## src/rtl/pipe_ctrl.sv

```systemverilog
// Hazard controller for the F/D/E/M/W core: load-use stalls, branch/jump redirect,
// mul/div start/done sequencing with a watchdog, and cycle/stall/flush counters.
`ifndef PC_WIDTH
`define PC_WIDTH 32
`endif

module pipe_ctrl #(
  parameter int CNT_WIDTH  = 32,
  parameter int MD_TIMEOUT = 64
) (
  input  logic                 clk,
  input  logic                 rst_n,
  input  logic [4:0]           D_rs1_i,
  input  logic [4:0]           D_rs2_i,
  input  logic                 D_use_rs1_i,
  input  logic                 D_use_rs2_i,
  input  logic                 E_valid_i,
  input  logic [8:0]           E_op_info_i,
  input  logic [4:0]           E_rd_i,
  input  logic                 E_md_i,
  input  logic                 e_cnd_i,
  input  logic [`PC_WIDTH-1:0] e_target_i,
  input  logic                 md_done_i,
  output logic                 md_start_o,
  output logic                 md_err_o,
  output logic                 F_stall_o,
  output logic                 D_stall_o,
  output logic                 E_stall_o,
  output logic                 D_bubble_o,
  output logic                 E_bubble_o,
  output logic                 M_bubble_o,
  output logic                 f_redirect_o,
  output logic [`PC_WIDTH-1:0] f_redirect_pc_o,
  output logic [CNT_WIDTH-1:0] cnt_cycle_o,
  output logic [CNT_WIDTH-1:0] cnt_stall_o,
  output logic [CNT_WIDTH-1:0] cnt_flush_o
);

  // state   | meaning
  // S_IDLE  | no mul/div in flight; pipe steered by redirect / load-use
  // S_BUSY  | mul/div running; waiting for done or watchdog expiry
  typedef enum logic {S_IDLE, S_BUSY} state_t;

  localparam int WD_W = $clog2(MD_TIMEOUT);
  localparam logic [WD_W-1:0] WD_LAST = WD_W'(MD_TIMEOUT - 1);

  state_t          state_q, state_d;
  logic [WD_W-1:0] wd_q, wd_d;
  logic [CNT_WIDTH-1:0] cnt_cycle_q, cnt_stall_q, cnt_flush_q;

  logic md_req, taken, load_use;
  logic op_unused;

  assign op_unused = ^{E_op_info_i[8:7], E_op_info_i[3], E_op_info_i[1:0]};

  assign md_req = E_valid_i & E_md_i;
  assign taken  = E_valid_i & ((E_op_info_i[4] & e_cnd_i) | E_op_info_i[5] | E_op_info_i[6]);
  assign load_use = E_valid_i & E_op_info_i[2] & (E_rd_i != 5'd0) &
                    ((D_use_rs1_i & (D_rs1_i == E_rd_i)) | (D_use_rs2_i & (D_rs2_i == E_rd_i)));

  always_ff @(posedge clk) begin
    if (!rst_n) begin
      state_q     <= S_IDLE;
      wd_q        <= '0;
      cnt_cycle_q <= '0;
      cnt_stall_q <= '0;
      cnt_flush_q <= '0;
    end else begin
      state_q     <= state_d;
      wd_q        <= wd_d;
      cnt_cycle_q <= cnt_cycle_q + 1'b1;
      cnt_stall_q <= cnt_stall_q + CNT_WIDTH'(F_stall_o);
      cnt_flush_q <= cnt_flush_q + CNT_WIDTH'(f_redirect_o);
    end
  end

  always_comb begin
    state_d = state_q;
    wd_d    = wd_q;
    case (state_q)
      S_IDLE: begin
        if (md_req) begin
          state_d = S_BUSY;
          wd_d    = '0;
        end
      end
      S_BUSY: begin
        if (md_done_i || (wd_q == WD_LAST)) state_d = S_IDLE;
        else                                wd_d    = wd_q + 1'b1;
      end
      default: state_d = S_IDLE;
    endcase
  end

  // Mul/div owns the pipe in its start cycle and every BUSY cycle; redirect beats load-use.
  always_comb begin
    md_start_o      = 1'b0;
    md_err_o        = 1'b0;
    F_stall_o       = 1'b0;
    D_stall_o       = 1'b0;
    E_stall_o       = 1'b0;
    D_bubble_o      = 1'b0;
    E_bubble_o      = 1'b0;
    M_bubble_o      = 1'b0;
    f_redirect_o    = 1'b0;
    f_redirect_pc_o = '0;
    if (rst_n) begin
      if (state_q == S_BUSY) begin
        if (!md_done_i) begin
          if (wd_q == WD_LAST) begin
            md_err_o   = 1'b1;
            M_bubble_o = 1'b1;
          end else begin
            F_stall_o  = 1'b1;
            D_stall_o  = 1'b1;
            E_stall_o  = 1'b1;
            M_bubble_o = 1'b1;
          end
        end
      end else if (md_req) begin
        md_start_o = 1'b1;
        F_stall_o  = 1'b1;
        D_stall_o  = 1'b1;
        E_stall_o  = 1'b1;
        M_bubble_o = 1'b1;
      end else if (taken) begin
        f_redirect_o    = 1'b1;
        f_redirect_pc_o = e_target_i;
        D_bubble_o      = 1'b1;
        E_bubble_o      = 1'b1;
      end else if (load_use) begin
        F_stall_o  = 1'b1;
        D_stall_o  = 1'b1;
        E_bubble_o = 1'b1;
      end
    end
  end

  assign cnt_cycle_o = rst_n ? cnt_cycle_q : '0;
  assign cnt_stall_o = rst_n ? cnt_stall_q : '0;
  assign cnt_flush_o = rst_n ? cnt_flush_q : '0;

endmodule

```

## config.mk

```make
export PLATFORM = sky130hd
export DESIGN_NAME = pipe_ctrl
export DESIGN_NICKNAME = d
export VERILOG_FILES = /design/src/rtl/pipe_ctrl.sv
export SDC_FILE = /design/constraint.sdc
export NUM_CORES = 1
export LEC_CHECK = 0
export CORE_ASPECT_RATIO = 1.1
export CORE_MARGIN = 4
export CORE_UTILIZATION = 39
export CTS_CLUSTER_DIAMETER = 150
export DETAILED_ROUTE_END_ITERATION = 16
export MAX_ROUTING_LAYER = met4
export PLACE_DENSITY = 0.69
export SLEW_MARGIN = 20
export SYNTH_ARGS = -nofsm -noshare
export SYNTH_HDL_FRONTEND = slang
export SYNTH_SLANG_ARGS = --single-unit
```

## constraint.sdc

```tcl
create_clock -name clk -period 6.9 [get_ports clk]
set_clock_uncertainty 0.1 [all_clocks]
set_input_delay 0.69 -clock clk [delete_from_list [all_inputs] [get_ports clk]]
set_output_delay 0.69 -clock clk [all_outputs]
set_load 0.02 [all_outputs]
```

==> results of run 1 <==
layout make-up:
cell class                      count  area share (%)
Tap cell                          192            2.99
Timing Repair Buffer              199            24.6
Multi-Input combinational cell    539            42.2
Inverter                           23            1.09
Clock buffer                       13            3.24
Sequential cell                   103            25.6
Clock inverter                      3           0.218
kinds of logic after synthesis:
family                   count (synthesis)
flip-flops                             103
multiplexers                            38
AO/OA/AOI/OAI                           64
adder cells (fa/ha/maj)                  6
AND/OR/NAND/NOR                        390
buffers and inverters                   65
XOR/XNOR                                41
where the power goes:
part	switching, mW	total [mW]	internal, mW
Clock	0.216	0.480	0.264
Combinational	0.0520	0.109	0.0570
Sequential	0.00246	0.600	0.597
Total	0.271	1.19	0.918
final timing paths:
| check | depth (start not counted) | slack, ns | endpoint |
|---|---|---|---|
| max | 7 | 2.77 | cnt_flush_o[30] |
| min | 1 | 0.35 | cnt_cycle_q[0]$_SDFF_PN0_ |
| max reg2reg | 8 | 3.46 | cnt_stall_q[31]$_SDFF_PN0_ |
| min reg2reg | 1 | 0.35 | cnt_cycle_q[0]$_SDFF_PN0_ |
cell usage after synthesis (3+ instances only):
cell	number	area, µm²
a2111o_1	4	45.0
a21oi_1	28	140
and2_1	117	732
and3_1	7	43.8
and4_1	9	78.8
buf_1	3	11.3
clkbuf_1	35	131
dfxtp_1	103	2060
ha_1	6	75.1
inv_1	22	82.6
mux2_2	38	428
nand2_1	26	97.6
nand3_1	36	180
nand4_1	20	125
nor2_1	89	334
nor3_1	32	160
nor3b_1	4	30.0
nor4_1	11	68.8
o21a_1	3	22.5
o21ai_0	18	90.1
o31ai_1	5	37.5
or2_2	4	25.0
or3_1	15	93.8
or4_1	7	52.6
xnor2_1	13	114
xor2_1	28	245
critical path, delay by kind of cell:
kind          cells  cell delay [ns]
buf+inv           6             2.32
simple gates      1             0.27
per-stage QoR:
stage	setup slack (ns)	total power, mW	area [µm²]	utilization (%)	instances
after floorplan	2.99	0.663	5720	-	707
after global placement	2.37	0.723	7760	53.9	1056
after detailed placement	2.34	0.723	7760	53.9	1056
after CTS	2.72	1.21	8040	55.9	1072
after global routing	2.29	1.24	8040	55.9	1072
final	2.77	1.19	8040	55.9	1072
routing by layer:
metal / wire length, µm / track usage [%] / up-vias
met5: 0 / - / -
li1: - / - / 2757
met4: 150 / 3.75 / 0
met3: 670 / 4.48 / 13
met1: 7040 / 24.2 / 2486
met2: 7520 / 31.2 / 119
sequential cells by signal, summed over array words and instances (netlist names):
name         cells
cnt_cycle_q     32
cnt_stall_q     32
wd_q             6
cnt_flush_q     32
state_q          1
==> summary.txt, run 1 <==
Outcome: finished clean
Post-CTS repair timing setup buffer count: 0
Asr flop ratio synth: 0%
Die Span Y: 135 µm
Critical Path End Type: output pin
Mapped Area: 0.00572 mm²
Crit path largest cell delay: 0.64 ns
Clk Tree Root Cell: clkbuf_16
Startpoint types: input port
Mapped Cells: 707
RR Startpoint: state_q$_SDFF_PN0_
Xor and xnor fraction of the mapped netlist area: 6.28%
# Max-Cap Violations: 0
Crit path DAT: 3.34 ns
Syn Nets: 777
Reg area: 0.00206 mm²
DP Wirelength: 11200 µm
CP Launch Point: rst_n
Setup TNS: 0 ns
CP dominant cell by count: buf_4
CTS clk-pin slew, worst paths: 0.06 ns
Multiplexer share of the synthesized area: 7.48%
Setup violators final: 0
# resized after CTS: 0
GRT Resource Usage Total: 19.1%
Hold Startpoint: cnt_cycle_q[0]$_SDFF_PN0_
Syn Area/Cell: 8.09 µm²
DRT Pass-1 Iters: 4
H-tree Lvls: 3
Largest family of logic cells by synthesized area: simple AND/OR/NAND/NOR gates
ANT nets after route: 0
Crit Path Max Fanout: 69
Synth Area in Compound Gates: 6.76%
Final min period: 4.13 ns
Hold WC Path Type: reg2reg
Power per cell area: 148 mW/mm²
Simple-Gate Fraction of Synth Area: 37.4%
CP Class: in2out
FF+latch count, synth: 103
Post-synthesis adder-cell area fraction: 1.31%
Final nets: 945
CTS tree: done
Starting density of the core: 39.7%
Most used DFF post-synth: dfxtp_1
Fmax: 0.242 GHz
Commonest non-fill, non-tap cell in the layout: clkdlybuf4s50_1
Vias per inst: 5.01
Distinct cell type count after synthesis: 45
Hold Slack: 0.346 ns
Pleak: 2.83 nW
VDD IR max: 0.000130 V
EDFF count, synth: 0
Final hold vios: 0
Gp weighted congestion: 0.812
Die footprint: 0.0167 mm²
Initial antenna violation count: 0
Cts bufs inserted: 9
Register area share after synthesis: 36.1%
Clk_lat worst skew: 0.34 ns
Cell Rows: 46
Die W: 123 µm
Layout area overhead: 40.6%
Max Root-Sink Buffers: 2
I/O Buffers: 195
Fillers: 1378
Gr ovfl total: 0
Clk sinks: 103
Max_slew headroom: 43.5%
Number of remaining DRC errors: 0
Largest net degree at the start of global routing: 70
First-pass GRT wire length: 25100 µm
Share of layout cells above drive strength 1: 8.07%
Unrepaired setup endpoints after global routing: false
DRT Wirelength: 15400 µm
Routed WL per cell: 14.3 µm
Area of the multi-input gates: 0.00339 mm²
CP max-delay cell: clkdlybuf4s50_1
Most frequent cells in the layout: clkdlybuf4s50_1 (194), and2_1 (117), dfxtp_1 (103)
Final period util: 59.8%
Core footprint: 0.0144 mm²
Post-CTS Hold Buffers: 0
Critical-path cell list: buf_2, buf_4, clkinv_2, buf_4, buf_4, nor2_1, clkdlybuf4s50_1
IO Count: 201
# diodes: 0
Vias in the first global route: 5035
Vias: 5375
Syn. warnings: 0
Iteration-0 DRC Markers: 315
Critical Path RT: 6.11 ns
Worst-Margin Slew: 0.840 ns
Final Max Tran Viols: 0
No activity file was read; power rests on OpenSTA's default activity.
==> run 2, diff against run 1 <==
==> constraint.sdc (replaced) <==
create_clock -name clk -period 3.8 [get_ports clk]
set_clock_uncertainty 0.1 [all_clocks]
set_input_delay 0.38 -clock clk [delete_from_list [all_inputs] [get_ports clk]]
set_output_delay 0.38 -clock clk [all_outputs]
set_load 0.02 [all_outputs]
==> summary.txt, run 2 (synthesis gave the netlist of run 1 again) <==
DRT Wirelength: 15400 µm (about the same)
Place WS: 0.164 ns (was 2.34 ns)
Vias in the first global route: 5031 (was 5035)
CTS clk-pin slew, worst paths: 0.07 ns (was 0.06 ns)
Met3 wire length: 642 µm (was 670 µm)
DP Wirelength: 11100 µm (was 11200 µm)
Critical-path cell list: clkdlybuf4s50_1, xor2_1, nor4_1, a32oi_1, o21bai_1, ha_1, ha_1, nand3_1, or3_1, nor4_1, mux2_2 (was buf_2, buf_4, clkinv_2, buf_4, buf_4, nor2_1, clkdlybuf4s50_1)
Startpoint types: input port (unchanged)
Setup ws final: 0.536 ns (was 2.77 ns)
VDD IR max: 0.000270 V (was 0.000130 V)
Most frequent cells in the layout: clkdlybuf4s50_1 (194), and2_1 (117), dfxtp_1 (103) (unchanged)
Critical Path End Type: flop (was output pin)
Area of placed instances: 0.00781 mm² (was 0.00776 mm²)
Iteration-0 DRC Markers: 271 (was 315)
Crit path largest cell delay: 0.50 ns (was 0.64 ns)
# resized after CTS: 0 (unchanged)
Final nets: 950 (was 945)
Pleak: 2.88 nW (was 2.83 nW)
Top flop regs: cnt_cycle_q (32), cnt_flush_q (32), cnt_stall_q (32) (unchanged)
Worst-Margin Slew: 0.820 ns (was 0.840 ns)
Final min period: 3.26 ns
CP max-delay cell: or3_1 (was clkdlybuf4s50_1)
CTS tree: done (unchanged)
First-pass GRT wire length: 25500 µm (was 25100 µm)
Vias: 5296 (was 5375)
Post-route cell area: 0.00812 mm² (was 0.00804 mm²)
DRT Pass-1 Iters: 4 (unchanged)
Uppermost layer routed: met4 (unchanged)
Fillers: 1359 (was 1378)
Max_slew headroom: 44.8% (was 43.5%)
Die footprint: 0.0167 mm² (unchanged)
Commonest non-fill, non-tap cell in the layout: clkdlybuf4s50_1 (unchanged)
Outcome: finished clean (unchanged)
Fmax: 0.306 GHz
Layout area overhead: 42.1% (was 40.6%)
Clk Tree Root Cell: clkbuf_16 (unchanged)
Die Span Y: 135 µm (unchanged)
Metal-1 WL: 7220 µm (was 7040 µm)
Final hold vios: 0 (unchanged)
Share of layout cells above drive strength 1: 8.60% (was 8.07%)
H-tree Lvls: 3 (unchanged)
Initial antenna violation count: 0 (unchanged)
Crit path DAT: 3.40 ns (was 3.34 ns)
Final Max Tran Viols: 0 (unchanged)
Gr ovfl total: 0 (unchanged)
Die W: 123 µm (unchanged)
Clk_lat worst skew: 0.34 ns (about the same)
Final period util: 85.9%
Hold Slack: 0.338 ns (was 0.346 ns)
# diodes: 0 (unchanged)
Starting density of the core: 39.7% (unchanged)
Unrepaired setup endpoints after global routing: false (unchanged)
Gp weighted congestion: 0.834 (was 0.812)
Core footprint: 0.0144 mm² (unchanged)
Cell Rows: 46 (unchanged)
ANT nets after route: 0 (unchanged)
Critical Path RT: 3.93 ns (was 6.11 ns)
CP top delay family: simple AND/OR/NAND/NOR gates (was buffers and inverters)
Metal2 WL: 7440 µm (was 7520 µm)
Final Core Density: 56.5% (was 55.9%)
Number of remaining DRC errors: 0 (unchanged)
GRT Resource Usage Total: 19.6% (was 19.1%)
Crit path buf inv count: 1 (was 6)
Largest net degree at the start of global routing: 113 (was 70)
Routed WL per cell: 14.3 µm (about the same)
Cts bufs inserted: 9 (unchanged)
Hold WC Path Type: reg2reg (unchanged)
Post-CTS repair timing setup buffer count: 0 (unchanged)
Post-CTS Hold Buffers: 0 (unchanged)
Setup TNS: 0 ns (unchanged)
CP Class: in2reg (was in2out)
Power per cell area: 279 mW/mm² (was 148 mW/mm²)
Max Root-Sink Buffers: 2 (unchanged)
IO Count: 201 (unchanged)
Vias per inst: 4.92 (was 5.01)
Crit Path Max Fanout: 8 (was 69)
Clk sinks: 103 (unchanged)
Setup violators final: 0 (unchanged)
I/O Buffers: 195 (unchanged)
# Max-Cap Violations: 0 (unchanged)
==> run 2: changes by cell type in the layout (fill, tap and decap cells not counted) <==
cell / delta
clkbuf_1: -1
bufinv_16: +2
clkbuf_8: -1
buf_4: +4
buf_12: +1
clkinvlp_4: -1
==> run 2: worst paths after layout <==
path                                           startpoint                    endpoint  slack (ns)  cells past startpoint
worst max-delay path                            E_rd_i[1]  cnt_stall_q[28]$_SDFF_PN0_        0.54                     11
worst min-delay path            cnt_cycle_q[0]$_SDFF_PN0_   cnt_cycle_q[0]$_SDFF_PN0_        0.34                      1
worst max register to register       wd_q[0]$_SDFFE_PN0P_  cnt_stall_q[28]$_SDFF_PN0_        0.72                     10
worst min register to register  cnt_cycle_q[0]$_SDFF_PN0_   cnt_cycle_q[0]$_SDFF_PN0_        0.34                      1
==> run 2: per-layer routing <==
| layer | GRT usage (%) | up-vias |
|---|---|---|
| met1 | 25.7 | 2426 |
| met5 | - | - |
| met4 | 3.82 | 0 |
| met2 | 30.8 | 101 |
| met3 | 4.86 | 6 |
| li1 | - | 2763 |
==> run 2: power by group <==
part	total, mW	switching (mW)	internal [mW]
clock network	0.980	0.391	0.590
logic	0.201	0.0949	0.106
registers	1.09	0.00459	1.08
total	2.27	0.490	1.78
==> run 2: area by class of cell <==
type                       count  area [µm²]  area share, %
clock buffer                  11         243           2.99
multi-input combinational    539        3390           41.8
inverter                      23        87.6           1.08
clock inverter                 4        70.1          0.862
sequential                   103        2060           25.4
tap                          192         240           2.96
timing repair buffer         204        2030           24.9
==> run 2: metrics by stage <==
stage          total power [mW]  instances
2_1_floorplan              1.20        707
3_3_place_gp               1.32       1061
3_5_place_dp               1.32       1061
4_1_cts                    2.31       1076
5_1_grt                    2.38       1076
6_report                   2.27       1076
